--- src/rtl/color_histogram_pkg.sv ---
// ============================================================================
// Module      : color_histogram_pkg
// Description : Frame geometry, bin widths and FSM encoding shared by the
//               color histogram and the downstream centroid stage.
// Revision    : 1.0 - initial release
// ============================================================================
`default_nettype none

package color_histogram_pkg;

    localparam int c_img_cols        = 160;
    localparam int c_img_rows        = 120;
    localparam int c_inframe_cols    = 128;
    localparam int c_inframe_rows    = 104;
    localparam int c_hist_bins       = 8;
    localparam int c_bin_cols        = c_inframe_cols / c_hist_bins;
    localparam int c_nb_inframe_pxls = $clog2(c_inframe_cols * c_inframe_rows);
    localparam int c_nb_hist_val     = $clog2(c_inframe_rows * c_bin_cols);
    localparam int c_nb_part_sum     = 13;
    localparam int c_nb_col          = $clog2(c_img_cols);
    localparam int c_nb_row          = $clog2(c_img_rows);
    localparam int c_nb_bin_idx      = $clog2(c_hist_bins);

    // Inner-frame bounds (inclusive) and last-pixel coordinates
    localparam logic [c_nb_col-1:0] c_col_lo   = 8'd16;
    localparam logic [c_nb_col-1:0] c_col_hi   = 8'd143;
    localparam logic [c_nb_row-1:0] c_row_lo   = 7'd8;
    localparam logic [c_nb_row-1:0] c_row_hi   = 7'd111;
    localparam logic [c_nb_col-1:0] c_col_last = 8'd159;
    localparam logic [c_nb_row-1:0] c_row_last = 7'd119;

    typedef logic [c_nb_hist_val-1:0]     hist_val_t;
    typedef logic [c_nb_part_sum-1:0]     part_sum_t;
    typedef logic [c_nb_inframe_pxls-1:0] total_t;

    localparam logic [1:0] c_st_idle  = 2'd0;
    localparam logic [1:0] c_st_accum = 2'd1;
    localparam logic [1:0] c_st_sum   = 2'd2;

endpackage

`default_nettype wire

--- src/rtl/color_histogram_if.sv ---
// ============================================================================
// Module      : color_histogram_if
// Description : Pixel-stream input and histogram result bundle.
//               COLOR_HIST_ALLBINS_EN adds the packed all-bins output.
// Revision    : 1.0 - initial release
// ============================================================================
`default_nettype none

interface color_histogram_if;
    import color_histogram_pkg::*;

    logic      px_valid_i;
    logic      px_sof_i;
    logic      px_hit_i;
    total_t    colorpxls_o;
    hist_val_t colorpxls_bin0_o;
    hist_val_t colorpxls_bin7_o;
    part_sum_t colorpxls_left_o;
    part_sum_t colorpxls_rght_o;
    part_sum_t colorpxls_bin012_o;
    part_sum_t colorpxls_bin567_o;
    part_sum_t colorpxls_bin01_o;
    part_sum_t colorpxls_bin67_o;
    logic      new_frame_proc_o;
`ifdef COLOR_HIST_ALLBINS_EN
    logic [c_hist_bins*c_nb_hist_val-1:0] hist_bins_o;
`endif

    modport master (
        output px_valid_i, px_sof_i, px_hit_i,
        input
`ifdef COLOR_HIST_ALLBINS_EN
              hist_bins_o,
`endif
              colorpxls_o, colorpxls_bin0_o, colorpxls_bin7_o,
              colorpxls_left_o, colorpxls_rght_o, colorpxls_bin012_o,
              colorpxls_bin567_o, colorpxls_bin01_o, colorpxls_bin67_o,
              new_frame_proc_o
    );

    modport slave (
        input  px_valid_i, px_sof_i, px_hit_i,
        output
`ifdef COLOR_HIST_ALLBINS_EN
               hist_bins_o,
`endif
               colorpxls_o, colorpxls_bin0_o, colorpxls_bin7_o,
               colorpxls_left_o, colorpxls_rght_o, colorpxls_bin012_o,
               colorpxls_bin567_o, colorpxls_bin01_o, colorpxls_bin67_o,
               new_frame_proc_o
    );

endinterface

`default_nettype wire

--- src/rtl/color_histogram_pxl_coord_cnt.sv ---
// ============================================================================
// Module      : color_histogram_pxl_coord_cnt
// Description : Row/column tracker for the pixel stream; flags the last pixel
//               and reports inner-frame membership and column bin index.
// Revision    : 1.0 - initial release
// ============================================================================
`default_nettype none

module color_histogram_pxl_coord_cnt
    import color_histogram_pkg::*;
(
    input  wire logic                    clk,
    input  wire logic                    rst,
    input  wire logic                    i_advance,
    input  wire logic                    i_sof,
    output logic                         o_last,
    output logic                         o_in_frame,
    output logic [c_nb_bin_idx-1:0]      o_bin_idx
);

    localparam logic [c_nb_col-1:0]   c_col_one = 1;
    localparam logic [c_nb_row-1:0]   c_row_one = 1;
    localparam logic [c_nb_col-5:0]   c_blk_one = 1;

    // r_row/r_col hold the coordinate the next accepted pixel will have
    logic [c_nb_row-1:0] r_row;
    logic [c_nb_col-1:0] r_col;
    logic [c_nb_row-1:0] w_row;
    logic [c_nb_col-1:0] w_col;
    logic [c_nb_col-5:0] w_col_bin;
    logic                w_row_in;

    assign w_row = i_sof ? '0 : r_row;
    assign w_col = i_sof ? '0 : r_col;

    // Columns 16..143 map to 16-column blocks 1..8; minus one gives the bin,
    // and the top bit of the result is set exactly when the column is outside.
    assign w_col_bin  = w_col[c_nb_col-1:4] - c_blk_one;
    assign w_row_in   = (w_row >= c_row_lo) && (w_row <= c_row_hi);
    assign o_in_frame = w_row_in && !w_col_bin[c_nb_col-5];
    assign o_bin_idx  = w_col_bin[c_nb_bin_idx-1:0];
    assign o_last     = (w_row == c_row_last) && (w_col == c_col_last);

    always_ff @(posedge clk) begin
        if (rst) begin
            r_row <= '0;
            r_col <= '0;
        end else if (i_advance) begin
            if (w_col == c_col_last) begin
                r_col <= '0;
                r_row <= (w_row == c_row_last) ? '0 : w_row + c_row_one;
            end else begin
                r_col <= w_col + c_col_one;
                r_row <= w_row;
            end
        end
    end

endmodule

`default_nettype wire

--- src/rtl/color_histogram.sv ---
// ============================================================================
// Module      : color_histogram
// Description : Counts color-filter hits in the inner frame into 8 column bins
//               and publishes totals/partial sums at end of frame.
//               COLOR_HIST_ALLBINS_EN exports all bins on hist_bins_o.
// Revision    : 1.0 - initial release
// ============================================================================
`default_nettype none

module color_histogram
    import color_histogram_pkg::*;
(
    input  wire logic         clk,
    input  wire logic         rst,
    color_histogram_if.slave  hist
);

    logic [1:0]              r_state;
    hist_val_t               r_bins [c_hist_bins];
    logic                    w_accept;
    logic                    w_last;
    logic                    w_in_frame;
    logic [c_nb_bin_idx-1:0] w_bin_idx;
    logic [c_hist_bins-1:0]  w_hit_inc;

    // SUM accepts nothing; IDLE only wakes up on a start-of-frame pixel
    assign w_accept = hist.px_valid_i &
                      (((r_state == c_st_idle) & hist.px_sof_i) | (r_state == c_st_accum));
    assign w_hit_inc = (hist.px_hit_i && w_in_frame) ?
                       ({{(c_hist_bins-1){1'b0}}, 1'b1} << w_bin_idx) : '0;

    color_histogram_pxl_coord_cnt u_pxl_coord_cnt (
        .clk        (clk),
        .rst        (rst),
        .i_advance  (w_accept),
        .i_sof      (hist.px_sof_i),
        .o_last     (w_last),
        .o_in_frame (w_in_frame),
        .o_bin_idx  (w_bin_idx)
    );

    always_ff @(posedge clk) begin
        if (rst) begin
            r_state <= c_st_idle;
        end else begin
            case (r_state)
                c_st_idle:  if (w_accept) r_state <= c_st_accum;
                c_st_accum: if (w_accept && w_last) r_state <= c_st_sum;
                c_st_sum:   r_state <= c_st_idle;
                default:    r_state <= c_st_idle;
            endcase
        end
    end

    always_ff @(posedge clk) begin
        for (int k = 0; k < c_hist_bins; k++) begin
            if (rst)
                r_bins[k] <= '0;
            else if (w_accept)
                r_bins[k] <= (hist.px_sof_i ? '0 : r_bins[k]) + hist_val_t'(w_hit_inc[k]);
        end
    end

    part_sum_t w_bin01, w_bin012, w_left;
    part_sum_t w_bin67, w_bin567, w_rght;
    total_t    w_total;

    assign w_bin01  = part_sum_t'(r_bins[0]) + part_sum_t'(r_bins[1]);
    assign w_bin012 = w_bin01 + part_sum_t'(r_bins[2]);
    assign w_left   = w_bin012 + part_sum_t'(r_bins[3]);
    assign w_bin67  = part_sum_t'(r_bins[6]) + part_sum_t'(r_bins[7]);
    assign w_bin567 = w_bin67 + part_sum_t'(r_bins[5]);
    assign w_rght   = w_bin567 + part_sum_t'(r_bins[4]);
    assign w_total  = total_t'(w_left) + total_t'(w_rght);

    total_t    r_total;
    hist_val_t r_bin0, r_bin7;
    part_sum_t r_left, r_rght, r_bin012, r_bin567, r_bin01, r_bin67;
    logic      r_new_frame;

    always_ff @(posedge clk) begin
        if (rst) begin
            r_total     <= '0;
            r_bin0      <= '0;
            r_bin7      <= '0;
            r_left      <= '0;
            r_rght      <= '0;
            r_bin012    <= '0;
            r_bin567    <= '0;
            r_bin01     <= '0;
            r_bin67     <= '0;
            r_new_frame <= 1'b0;
        end else begin
            r_new_frame <= (r_state == c_st_sum);
            if (r_state == c_st_sum) begin
                r_total  <= w_total;
                r_bin0   <= r_bins[0];
                r_bin7   <= r_bins[7];
                r_left   <= w_left;
                r_rght   <= w_rght;
                r_bin012 <= w_bin012;
                r_bin567 <= w_bin567;
                r_bin01  <= w_bin01;
                r_bin67  <= w_bin67;
            end
        end
    end

    assign hist.colorpxls_o        = r_total;
    assign hist.colorpxls_bin0_o   = r_bin0;
    assign hist.colorpxls_bin7_o   = r_bin7;
    assign hist.colorpxls_left_o   = r_left;
    assign hist.colorpxls_rght_o   = r_rght;
    assign hist.colorpxls_bin012_o = r_bin012;
    assign hist.colorpxls_bin567_o = r_bin567;
    assign hist.colorpxls_bin01_o  = r_bin01;
    assign hist.colorpxls_bin67_o  = r_bin67;
    assign hist.new_frame_proc_o   = r_new_frame;

`ifdef COLOR_HIST_ALLBINS_EN
    logic [c_hist_bins*c_nb_hist_val-1:0] r_hist_bins;

    always_ff @(posedge clk) begin
        if (rst) begin
            r_hist_bins <= '0;
        end else if (r_state == c_st_sum) begin
            for (int k = 0; k < c_hist_bins; k++)
                r_hist_bins[k*c_nb_hist_val +: c_nb_hist_val] <= r_bins[k];
        end
    end

    assign hist.hist_bins_o = r_hist_bins;
`endif

endmodule

`default_nettype wire

--- src/flat_wrapper.sv ---
// flat-port wrapper written by rule: the top's interface ports become plain ports
module color_histogram_flat import color_histogram_pkg::*;
  (clk, rst, hist_px_valid_i, hist_px_sof_i, hist_px_hit_i, hist_colorpxls_o, hist_colorpxls_bin0_o, hist_colorpxls_bin7_o, hist_colorpxls_left_o, hist_colorpxls_rght_o, hist_colorpxls_bin012_o, hist_colorpxls_bin567_o, hist_colorpxls_bin01_o, hist_colorpxls_bin67_o, hist_new_frame_proc_o);
  color_histogram_if hist_i ();
  input  wire logic clk;
  input  wire logic rst;
  input wire logic [$bits(hist_i.px_valid_i)-1:0] hist_px_valid_i;
  input wire logic [$bits(hist_i.px_sof_i)-1:0] hist_px_sof_i;
  input wire logic [$bits(hist_i.px_hit_i)-1:0] hist_px_hit_i;
  output wire logic [$bits(hist_i.colorpxls_o)-1:0] hist_colorpxls_o;
  output wire logic [$bits(hist_i.colorpxls_bin0_o)-1:0] hist_colorpxls_bin0_o;
  output wire logic [$bits(hist_i.colorpxls_bin7_o)-1:0] hist_colorpxls_bin7_o;
  output wire logic [$bits(hist_i.colorpxls_left_o)-1:0] hist_colorpxls_left_o;
  output wire logic [$bits(hist_i.colorpxls_rght_o)-1:0] hist_colorpxls_rght_o;
  output wire logic [$bits(hist_i.colorpxls_bin012_o)-1:0] hist_colorpxls_bin012_o;
  output wire logic [$bits(hist_i.colorpxls_bin567_o)-1:0] hist_colorpxls_bin567_o;
  output wire logic [$bits(hist_i.colorpxls_bin01_o)-1:0] hist_colorpxls_bin01_o;
  output wire logic [$bits(hist_i.colorpxls_bin67_o)-1:0] hist_colorpxls_bin67_o;
  output wire logic [$bits(hist_i.new_frame_proc_o)-1:0] hist_new_frame_proc_o;
  assign hist_i.px_valid_i = hist_px_valid_i;
  assign hist_i.px_sof_i = hist_px_sof_i;
  assign hist_i.px_hit_i = hist_px_hit_i;
  assign hist_colorpxls_o = hist_i.colorpxls_o;
  assign hist_colorpxls_bin0_o = hist_i.colorpxls_bin0_o;
  assign hist_colorpxls_bin7_o = hist_i.colorpxls_bin7_o;
  assign hist_colorpxls_left_o = hist_i.colorpxls_left_o;
  assign hist_colorpxls_rght_o = hist_i.colorpxls_rght_o;
  assign hist_colorpxls_bin012_o = hist_i.colorpxls_bin012_o;
  assign hist_colorpxls_bin567_o = hist_i.colorpxls_bin567_o;
  assign hist_colorpxls_bin01_o = hist_i.colorpxls_bin01_o;
  assign hist_colorpxls_bin67_o = hist_i.colorpxls_bin67_o;
  assign hist_new_frame_proc_o = hist_i.new_frame_proc_o;
  color_histogram u_core (.clk(clk), .rst(rst), .hist(hist_i));
endmodule
--- config.mk ---
export PLATFORM = sky130hd
export DESIGN_NAME = color_histogram_flat
export DESIGN_NICKNAME = d
export VERILOG_FILES = /design/src/rtl/color_histogram_pkg.sv /design/src/rtl/color_histogram_if.sv /design/src/rtl/color_histogram_pxl_coord_cnt.sv /design/src/rtl/color_histogram.sv /design/src/flat_wrapper.sv
export SDC_FILE = /design/constraint.sdc
export NUM_CORES = 1
export LEC_CHECK = 0
export ABC_AREA = 1
export BUFFER_PORTS_ARGS = -buffer_cell sky130_fd_sc_hd__buf_2
export CAP_MARGIN = 20
export CORE_UTILIZATION = 45
export DETAILED_ROUTE_END_ITERATION = 8
export SYNTH_ARGS = -nofsm -noshare
export SYNTH_HDL_FRONTEND = slang
export SYNTH_SLANG_ARGS = --single-unit
--- constraint.sdc ---
create_clock -name clk -period 5.3 [get_ports clk]
set_input_delay 1.06 -clock clk [delete_from_list [all_inputs] [get_ports clk]]
set_output_delay 1.06 -clock clk [all_outputs]
set_load 0.05 [all_outputs]
==> run_results.csv <==
group,metric,value,unit
clocking,clock_path_buffers,3,
synthesis,synth_xor_area_frac,0.0430,
final_layout,layout-drive-gt1-share,0.167,
worst_setup_path,end_kind,"flop",
routing,ant_nets,0,
outcome,status,"finished, final reports clean",
floorplan,num_rows,63,
global_routing,grt_pass1_wl,58.1,mm
placement,place_ws,0.00731,ns
synthesis,yosysTopAreaCell,"edfxtp_1",
clocking,cts.sinks,218,
sta,hold_violations,0,
synthesis,synth-seq-cells,218,
global_routing,antenna_found_initial,0,
synthesis,synth-warning-count,0,
min_path,hp-class,"flop to flop",
sta,min_period_over_period,0.954,
clocking,cts-buffers-inserted,25,
final_layout,seqCellArea,5250,um^2
sta,fmax,198,MHz
placement,place_congestion,0.884,
worst_setup_path,r2r_start,"u_core.r_bins[0][11]$_SDFFCE_PN0P_",
routing,wl_per_cell,14.9,um
routing,totalWireLength,36.4,mm
routing,routed-via-count,12400,
final_layout,fill_cells,2863,
floorplan,initial_core_util,0.462,
sta,setup-tns-final,0,ns
synthesis,synth_edf_count,88,
placement,io_buffer_count,117,
synthesis,async_reset_ff_frac,0,
final_layout,antenna_cells,0,
floorplan,ios,120,
synthesis,synth_top_family_by_area,"simple AND/OR/NAND/NOR gates",
worst_setup_path,required,5.72,ns
min_path,worst_hold_startpoint,"u_core.hist.colorpxls_bin567_o[12]$_SDFFE_PP0P_",
synthesis,synth-seq-area-share,0.379,
floorplan,die_y,177,um
routing,first_iter_violations,785,
sta,rsz0062_at_grt,"true",
job,cap_violations,0,
placement,hpwl,25.8,mm
clocking,htreeDepth,1,
clocking,clkLatencyLatePin,0.53,ns
synthesis,synth_compound_gate_area_share,0.141,
synthesis,synth_area_per_cell,7.35,um^2
final_layout,nNetsFinal,2141,
clocking,cts-root-buf,"clkbuf_16",
final_layout,areaGrowthSynthToFinish,18.0,%
worst_setup_path,crit_type,"flop to flop",
routing,drtPass1Iterations,5,
global_routing,grt.total_usage,0.229,
routing,avgViaCountPerCell,5.09,
sta,tightestPinTransition,1.03,ns
global_routing,grt_pass1_vias,11400,
synthesis,synthTopCellsByArea,"edfxtp_1, dfxtp_1, ha_1",
sta,setup_ws,0.243,ns
final_layout,fin_util,0.545,
synthesis,yosys.cell_types.count,51,
sta,fin_skew,0.0119,ns
sta,maxSlewHeadroom,0.315,
synthesis,synthMuxAreaShare,0,
synthesis,synth_fa_ha_area_frac,0.101,
synthesis,synthFlopType,"dfxtp_1",
synthesis,syn_area,13800,um^2
synthesis,yosys.area_share.simple,0.235,
power,ir_worst_vdd,0.000285,V
final_layout,multi_input_area,7640,um^2
clocking,cts_hold_buffers,0,
worst_setup_path,cp-start-kind,"flop",
power,p_leak,0.00783,uW
clocking,cts_tree,"built",
sta,fin_crit,5.06,ns
clocking,clkTransAtPathRegs,0.06,ns
synthesis,synth_cells,1883,
worst_setup_path,setup.worst_path.start,"u_core.r_bins[0][11]$_SDFFCE_PN0P_",
power,power.density,364,nW/um^2
sta,final-max-slew-violation-count,0,
global_routing,grt_overflow,0,
global_routing,grt_start_max_net_pins,102,
worst_setup_path,crit_arrival,5.48,ns
floorplan,dieWidth,177,um
sta,finalSetupViolCount,0,
routing,drcViolationCount,0,
floorplan,core,30000,um^2
floorplan,dieArea,31500,um^2
synthesis,synth.top_cell.area_share,0.191,
worst_setup_path,worstPathMaxFanout,5,
==> registers in the layout, summed over array words and instances, names as in the netlist <==
signal                          count
u_core.u_pxl_coord_cnt.r_row        7
u_core.hist.colorpxls_bin567_o     13
u_core.hist.new_frame_proc_o        1
u_core.r_state                      2
u_core.hist.colorpxls_rght_o       13
u_core.hist.colorpxls_bin7_o       11
u_core.u_pxl_coord_cnt.r_col        8
u_core.hist.colorpxls_bin01_o      12
u_core.hist.colorpxls_o            14
u_core.hist.colorpxls_bin67_o      12
u_core.hist.colorpxls_left_o       13
u_core.hist.colorpxls_bin0_o       11
u_core.r_bins                      88
u_core.hist.colorpxls_bin012_o     13
==> critical path, stage by stage, from the launching register on <==
cell	delay (ns)
edfxtp_1	0.40
ha_2	0.22
fa_2	0.56
inv_1	0.09
fa_1	0.47
o21ai_1	0.29
xor2_1	0.31
inv_1	0.08
ha_1	0.36
nand2_1	0.12
o21a_1	0.20
o31ai_1	0.08
xor2_1	0.24
inv_1	0.07
ha_1	0.34
a21o_1	0.19
nor2_1	0.14
o21ai_2	0.10
a21oi_1	0.28
buf_4	0.17
xor2_1	0.05
o21ai_0	0.14
inv_1	0.05
==> area by class of cell <==
cell class / count / area share
multi-input cells: 1310 / 0.468
well taps: 390 / 0.0299
inverters: 297 / 0.0683
flip-flops and latches: 218 / 0.321
clock buffers: 40 / 0.0469
clock inverters: 5 / 0.00176
repair buffers: 176 / 0.0638
==> worst paths after layout <==
kind | endpoint | slack [ns] | cells past startpoint
max | u_core.hist.colorpxls_o[9]$_SDFFE_PP0P_ | 0.24 | 22
min | u_core.hist.colorpxls_bin567_o[12]$_SDFFE_PP0P_ | 0.48 | 2
max reg2reg | u_core.hist.colorpxls_o[9]$_SDFFE_PP0P_ | 0.24 | 22
min reg2reg | u_core.hist.colorpxls_bin567_o[12]$_SDFFE_PP0P_ | 0.48 | 2
==> report_power, final <==
group	switching, uW	leakage (uW)	total [uW]	internal (uW)
combinational	1460	0.00543	2430	970
sequential	40.0	0.00200	1830	1790
clock	702	0.000397	1690	984
==> Yosys cell counts (4+ instances only) <==
| cell | n |
|---|---|
| a21o_1 | 4 |
| nor2_2 | 10 |
| a31oi_1 | 8 |
| xnor2_1 | 23 |
| nand2_1 | 302 |
| o211ai_1 | 5 |
| o21bai_1 | 7 |
| o31ai_1 | 5 |
| inv_2 | 6 |
| nor3_1 | 21 |
| or2_2 | 6 |
| clkbuf_1 | 34 |
| o21ai_1 | 7 |
| o21a_1 | 6 |
| nor2_1 | 297 |
| nand4_1 | 9 |
| buf_2 | 12 |
| o22ai_1 | 6 |
| nand2_2 | 8 |
| nor3_2 | 5 |
| nor2_4 | 4 |
| o21ai_0 | 153 |
| a21oi_1 | 148 |
| buf_6 | 4 |
| edfxtp_1 | 88 |
| nand3_1 | 95 |
| ha_1 | 101 |
| fa_1 | 7 |
| inv_1 | 290 |
| buf_1 | 6 |
| dfxtp_1 | 130 |
| xor2_1 | 45 |
==> metrics by stage <==
step / hold WS [ns] / cells / power, uW / cell area [um^2]
detailed placement: 0.472 / 2366 / 3950 / 14900
global route: 0.533 / 2436 / 6310 / 16300
floorplan: 0.450 / 1884 / 3340 / 13800
finish: 0.479 / 2436 / 5950 / 16300
CTS: 0.481 / 2411 / 5650 / 15700
global placement: 0.465 / 2366 / 3920 / 14900
==> per-layer routing <==
layer	wire, um	global-route usage	vias up
met4	580	0.0449	0
li1	-	-	6419
met1	18600	0.335	5668
met3	1690	0.0268	38
met5	0	0	-
met2	15600	0.364	273
==> kinds of logic (layout without fill, tap and decap cells) <==
group	Yosys count	after routing
AOI/OAI and AO/OA	363	363
and+or+nand+nor	769	769
adders and majority gates	108	108
buffers and inverters	356	518
other	1	2
xor gates and xnor gates	68	68
DFF	218	218
==> layout by cell type, fill, tap and decap left out, types with 9 or more instances in the layout <==
cell / instances
nand4_1: 9
a21oi_2: 16
xor2_2: 9
ha_1: 87
xor2_1: 36
inv_1: 289
nor2_2: 14
buf_2: 117
nand3_1: 91
nor3_1: 19
a21oi_1: 131
nand2_1: 293
buf_4: 58
o21ai_2: 9
ha_4: 10
xnor2_1: 21
nor2_1: 291
clkbuf_16: 25
edfxtp_1: 88
nand2_2: 16
dfxtp_1: 130
o21ai_0: 145
==> timing repair <==
item | in CTS | in global routing
endpoints found under the setup margin | 2 | 6
resized for setup | 1 | 88
pin swaps | 0 | 39
buffers inserted | 0 | 25
(Power assumes the default switching activity.)
